`config.mk`:
```
export PLATFORM = sky130hd
export DESIGN_NAME = masked_chi_pipe
export DESIGN_NICKNAME = d
export VERILOG_FILES = /design/src/rtl/masked_chi_pkg.sv /design/src/rtl/masked_chi_cf.sv /design/src/rtl/masked_chi_pipe.sv
export SDC_FILE = /design/constraint.sdc
export NUM_CORES = 1
export LEC_CHECK = 0
export CAP_MARGIN = 20
export CORE_MARGIN = 2
export CORE_UTILIZATION = 40
export DETAILED_ROUTE_END_ITERATION = 7
export GPL_TIMING_DRIVEN = 0
export PLACE_DENSITY = 0.62
export SETUP_SLACK_MARGIN = 0.5
export SLEW_MARGIN = 20
export SYNTH_ARGS = -nofsm -noshare
export SYNTH_HDL_FRONTEND = slang
export SYNTH_HIERARCHICAL = 1
export SYNTH_SLANG_ARGS = --single-unit
```
`constraint.sdc`:
```
create_clock -name clk -period 3.1 [get_ports clk]
set_input_delay 0.93 -clock clk [delete_from_list [all_inputs] [get_ports clk]]
set_output_delay 0.93 -clock clk [all_outputs]
set_load 0.02 [all_outputs]
```
`src/rtl/masked_chi_pkg.sv`:
```
// masked_chi_pkg: shared constants, mode encoding and index helper for the masked Chi pipeline.
package masked_chi_pkg;

    localparam int NSHARES = 3;

    typedef enum logic {
        CHI_MODE_CHI  = 1'b0,
        CHI_MODE_PASS = 1'b1
    } chi_mode_e;

    function automatic int idx_mod(input int i, input int width);
        return i % width;
    endfunction

endpackage

```
`src/rtl/masked_chi_cf.sv`:
```
// masked_chi_cf: the nine component functions of one Chi bit across three shares.
// Each output touches at most one share of each of a[i], a[i+1], a[i+2].
module masked_chi_cf
    import masked_chi_pkg::*;
(
    input  logic [NSHARES-1:0]         a_i,
    input  logic [NSHARES-1:0]         x_i,
    input  logic [NSHARES-1:0]         y_i,
    input  chi_mode_e                  mode_i,
    output logic [NSHARES*NSHARES-1:0] cf_o
);

    always_comb begin
        cf_o = '0;
        for (int s = 0; s < NSHARES; s++)
            for (int k = 0; k < NSHARES; k++)
                cf_o[NSHARES*s+k] = (mode_i == CHI_MODE_PASS) ? ((s == k) & a_i[s])
                                  : ((x_i[s] & y_i[k]) ^ ((s == k) & (a_i[s] ^ y_i[s])));
    end

endmodule

```
`src/rtl/masked_chi_pipe.sv`:
```
// masked_chi_pipe: three-share Chi layer, registered component functions then share compression.
// MASKED_CHI_OUT_REG_EN adds a registered output share stage (latency 2 instead of 1).
module masked_chi_pipe
    import masked_chi_pkg::*;
#(
    parameter int WIDTH = 5,
    parameter int LANES = 1
) (
    input  logic                   clk,
    input  logic                   rst_i,
    input  logic                   flush_i,
    input  logic                   in_valid_i,
    output logic                   in_ready_o,
    input  logic                   in_mode_i,
    input  logic [LANES*WIDTH-1:0] in1_i,
    input  logic [LANES*WIDTH-1:0] in2_i,
    input  logic [LANES*WIDTH-1:0] in3_i,
    output logic                   out_valid_o,
    input  logic                   out_ready_i,
    output logic [LANES*WIDTH-1:0] out1_o,
    output logic [LANES*WIDTH-1:0] out2_o,
    output logic [LANES*WIDTH-1:0] out3_o
);

    localparam int N = LANES * WIDTH;

    if (WIDTH < 3) begin : g_width_check
        $error("masked_chi_pipe: WIDTH must be >= 3");
    end

    logic [9*N-1:0] cf_comb, cf_d, cf_q;
    logic           s1_valid_d, s1_valid_q;
    logic           ready_s2, in_acc;
    logic [N-1:0]   comp1, comp2, comp3;

    for (genvar l = 0; l < LANES; l++) begin : g_lane
        for (genvar i = 0; i < WIDTH; i++) begin : g_bit
            localparam int J  = l*WIDTH + i;
            localparam int JX = l*WIDTH + idx_mod(i + 1, WIDTH);
            localparam int JY = l*WIDTH + idx_mod(i + 2, WIDTH);
            masked_chi_cf u_cf (
                .a_i    ({in3_i[J],  in2_i[J],  in1_i[J]}),
                .x_i    ({in3_i[JX], in2_i[JX], in1_i[JX]}),
                .y_i    ({in3_i[JY], in2_i[JY], in1_i[JY]}),
                .mode_i (chi_mode_e'(in_mode_i)),
                .cf_o   (cf_comb[9*J +: 9])
            );
            // Compression reads only registered cf, never the live inputs.
            assign comp1[J] = ^cf_q[9*J     +: 3];
            assign comp2[J] = ^cf_q[9*J + 3 +: 3];
            assign comp3[J] = ^cf_q[9*J + 6 +: 3];
        end
    end

    always_comb begin
        in_ready_o = !flush_i && (!s1_valid_q || ready_s2);
        in_acc     = in_valid_i && in_ready_o;
        s1_valid_d = !flush_i && (in_acc || (s1_valid_q && !ready_s2));
        cf_d       = in_acc ? cf_comb : cf_q;
    end

    always_ff @(posedge clk or posedge rst_i) begin
        if (rst_i) begin
            s1_valid_q <= 1'b0;
            cf_q       <= '0;
        end else begin
            s1_valid_q <= s1_valid_d;
            cf_q       <= cf_d;
        end
    end

`ifdef MASKED_CHI_OUT_REG_EN
    logic         out_valid_d, out_valid_q, s2_load;
    logic [N-1:0] o1_d, o1_q, o2_d, o2_q, o3_d, o3_q;

    always_comb begin
        ready_s2    = !out_valid_q || out_ready_i;
        s2_load     = s1_valid_q && ready_s2 && !flush_i;
        out_valid_d = !flush_i && (s2_load || (out_valid_q && !out_ready_i));
        o1_d        = s2_load ? comp1 : o1_q;
        o2_d        = s2_load ? comp2 : o2_q;
        o3_d        = s2_load ? comp3 : o3_q;
    end

    always_ff @(posedge clk or posedge rst_i) begin
        if (rst_i) begin
            out_valid_q <= 1'b0;
            o1_q        <= '0;
            o2_q        <= '0;
            o3_q        <= '0;
        end else begin
            out_valid_q <= out_valid_d;
            o1_q        <= o1_d;
            o2_q        <= o2_d;
            o3_q        <= o3_d;
        end
    end

    assign out_valid_o = out_valid_q;
    assign out1_o      = o1_q;
    assign out2_o      = o2_q;
    assign out3_o      = o3_q;
`else
    assign ready_s2    = out_ready_i;
    assign out_valid_o = s1_valid_q;
    assign out1_o      = comp1;
    assign out2_o      = comp2;
    assign out3_o      = comp3;
`endif

endmodule

```
==> results.cfg <==
[drt]
drt_wl_total_um = 5450
drt-vias-per-instance = 4.79
drtPass1Iterations = 4
ant_nets = 0
remaining_drc_errors = 0
via_count = 1608
wl_per_cell_um = 16.2
drt_iter0_markers = 44

[die]
initial_core_util_pct = 41.5
core_area_sq_um = 6790
die_h_um = 88.0
die_area_sq_um = 7740
io_pins = 38
fp-row-count = 30
die_w_um = 88.0

[global_route]
antenna_found_initial = 0
grt_pass1_vias = 1681
grt_pass1_wl_um = 8960
grt_use_total_pct = 15.3
grt_max_degree = 29
grt-ovfl-total = 0

[logic_synthesis]
synth_top_cells_by_area = dfrtp_1 41%, mux2_4 21%, and3b_2 11%, xnor2_1 9.3%, nor3b_2 7.1%
syn-cell-area_sq_um = 2820
synth_edf_count = 0
synthDistinctLibCells = 12
synth_top_area_share_pct = 40.8
synth_warnings = 6
synth_top_flop_cell = dfrtp_1
avgSynthCellArea_sq_um = 14.7
synth_most_common_cell = dfrtp_1
ys_ff_latch = 46
async_flop_share_pct = 100
yosys.area.top_type = dfrtp_1
seq_area_frac_synth_pct = 40.8
synthCells = 192
netlist_top_cells_count = 46 x dfrtp_1, 40 x mux2_4, 30 x and3b_2, 30 x xnor2_1, 16 x nor3b_2
syn-num-nets = 213

[timing]
hold_slack_ns = 0.536
fmax_ghz = 0.425
finalMaxSlewViolations = 0
rsz0062_at_grt = no
period_minus_slack_ns = 2.35
timing.final.crit_share_pct = 75.8
setup_viol = 0
hold_viol = 0
finalWorstSetupSlack_ns = 0.749
slew_headroom_pct = 71.5
worst_pin_slew_ns = 0.426
finClkSkew_ns = 0.0125

[critical_path]
crit_path_end = out3_o[2]
rr_endpoint = cf_q[27]$_DFFE_PP0P_
r2r-start = out_valid_o$_DFF_PP0_
cp-startpoint = cf_q[24]$_DFFE_PP0P_
worstSetupStartpointType = register
critical_path.endpoint_type = primary output
r2r_setup_slack_ns = 1.50
arrival_ns = 1.42
reg2regPathDepth = 6
crit_fanout = 2
timing_worst_setup_path_type = reg -> out
cp.required_ns = 2.17

[place]
hpwl_um = 3660
dp_slack_ns = 0.00554
portBuffers = 37
gp_congestion = 0.666

[clock_tree]
htreeDepth = 2
clkTransAtPathRegs_ns = 0.10
cts_buffers = 5
clock_path_buffers = 2
cts_sinks = 46
cts_tree = done
cts_root_buf = clkbuf_8
worstSkewPairLatency_ns = 0.31
ctsHoldBuffers = 0

[outcome]
status = completed

[worst_hold_path]
hold_class = reg -> reg

[layout]
drive_gt1_share_pct = 46.3
syn_to_final_growth_pct = 23.4
n_antenna_cell = 0
fin_util_pct = 51.3
fill_cells = 612
nets = 260

[job]
maxCapViolCount = 0

[pwr]
powerDensity_nw_per_um2 = 514
leakage_nw = 1.66
vdd_drop_max_v = 0.000238
total_power_mw = 1.79
## report_power, final
group / switching (mW) / total (mW) / internal, mW
combinational: 0.264 / 0.605 / 0.341
sequential: 0.0563 / 0.733 / 0.677
clock: 0.215 / 0.453 / 0.238
## critical path, stage by stage, from the launching register on
cell and delay, ns:
dfrtp_1 0.41, xnor2_1 0.21, xnor2_1 0.14, dlygate4sd2_1 0.35
## per-layer routing
metal	vias to the layer above	track usage [%]	wire length, um
met2	30	22.5	2420
met5	-	0	0
met4	0	5.03	68
met3	6	3.11	213
li1	762	-	-
met1	810	22.4	2750
## metrics by stage
stage               TNS [ns]  instances  cell area (sq um)
floorplan                  0        192               2820
global placement       -6.99        325               3310
detailed placement         0        327               3360
CTS                        0        335               3450
global route               0        336               3480
finish                     0        336               3480
## placed cells by master, fill, tap and decap left out, drive strengths merged
master,count
dfrtp,46
mux2,45
xnor2,30
and3b,30
clkdlybuf4s50,18
nor3b,16
xor2,15
buf,10
dlymetal6s2s,9
dlygate4sd2,8
clkbuf,5
nor2,3
clkinv,2
nor2b,1
inv,1
bufinv,1
## sequential cells by signal (all words and copies together) (netlist names)
signal / count
cf_q: 45
out_valid_o: 1
## layout make-up
cell class,count,area [sq um],share of cell area [%]
plain buffers,5,91.3,2.62
flip-flops and latches,46,1150,33.1
well taps,96,120,3.45
multi-input cells,140,1580,45.3
clock inverters,3,40.0,1.15
inverters,1,3.75,0.108
repair buffers,40,430,12.4
clock buffers,5,68.8,1.98
## worst min-delay path by stage
stage                    startpoint                   end  cells past startpoint
2_1_floorplan  cf_q[38]$_DFFE_PP0P_  cf_q[38]$_DFFE_PP0P_                      1
3_5_place_dp   cf_q[42]$_DFFE_PP0P_  cf_q[42]$_DFFE_PP0P_                      1
4_1_cts        cf_q[36]$_DFFE_PP0P_  cf_q[36]$_DFFE_PP0P_                      1
6_report       cf_q[36]$_DFFE_PP0P_  cf_q[36]$_DFFE_PP0P_                      1
5_1_grt         cf_q[2]$_DFFE_PP0P_   cf_q[2]$_DFFE_PP0P_                      1
3_3_place_gp   cf_q[39]$_DFFE_PP0P_  cf_q[39]$_DFFE_PP0P_                      1
## cell families after synthesis
logic type,share of synthesized area [%]
and+or+nand+nor,18.6
buffers and inverters,3.37
DFF,40.8
muxes,23.3
xor gates and xnor gates,14.0
## what timing repair did
item / 4_1_cts / 5_1_grt
buffers inserted: 0 / 1
resized for setup: 12 / 10
pin swaps: 0 / 0
cloned: 0 / 0
setup endpoints to repair: 9 / 8
No activity file was read; power rests on OpenSTA's default activity.
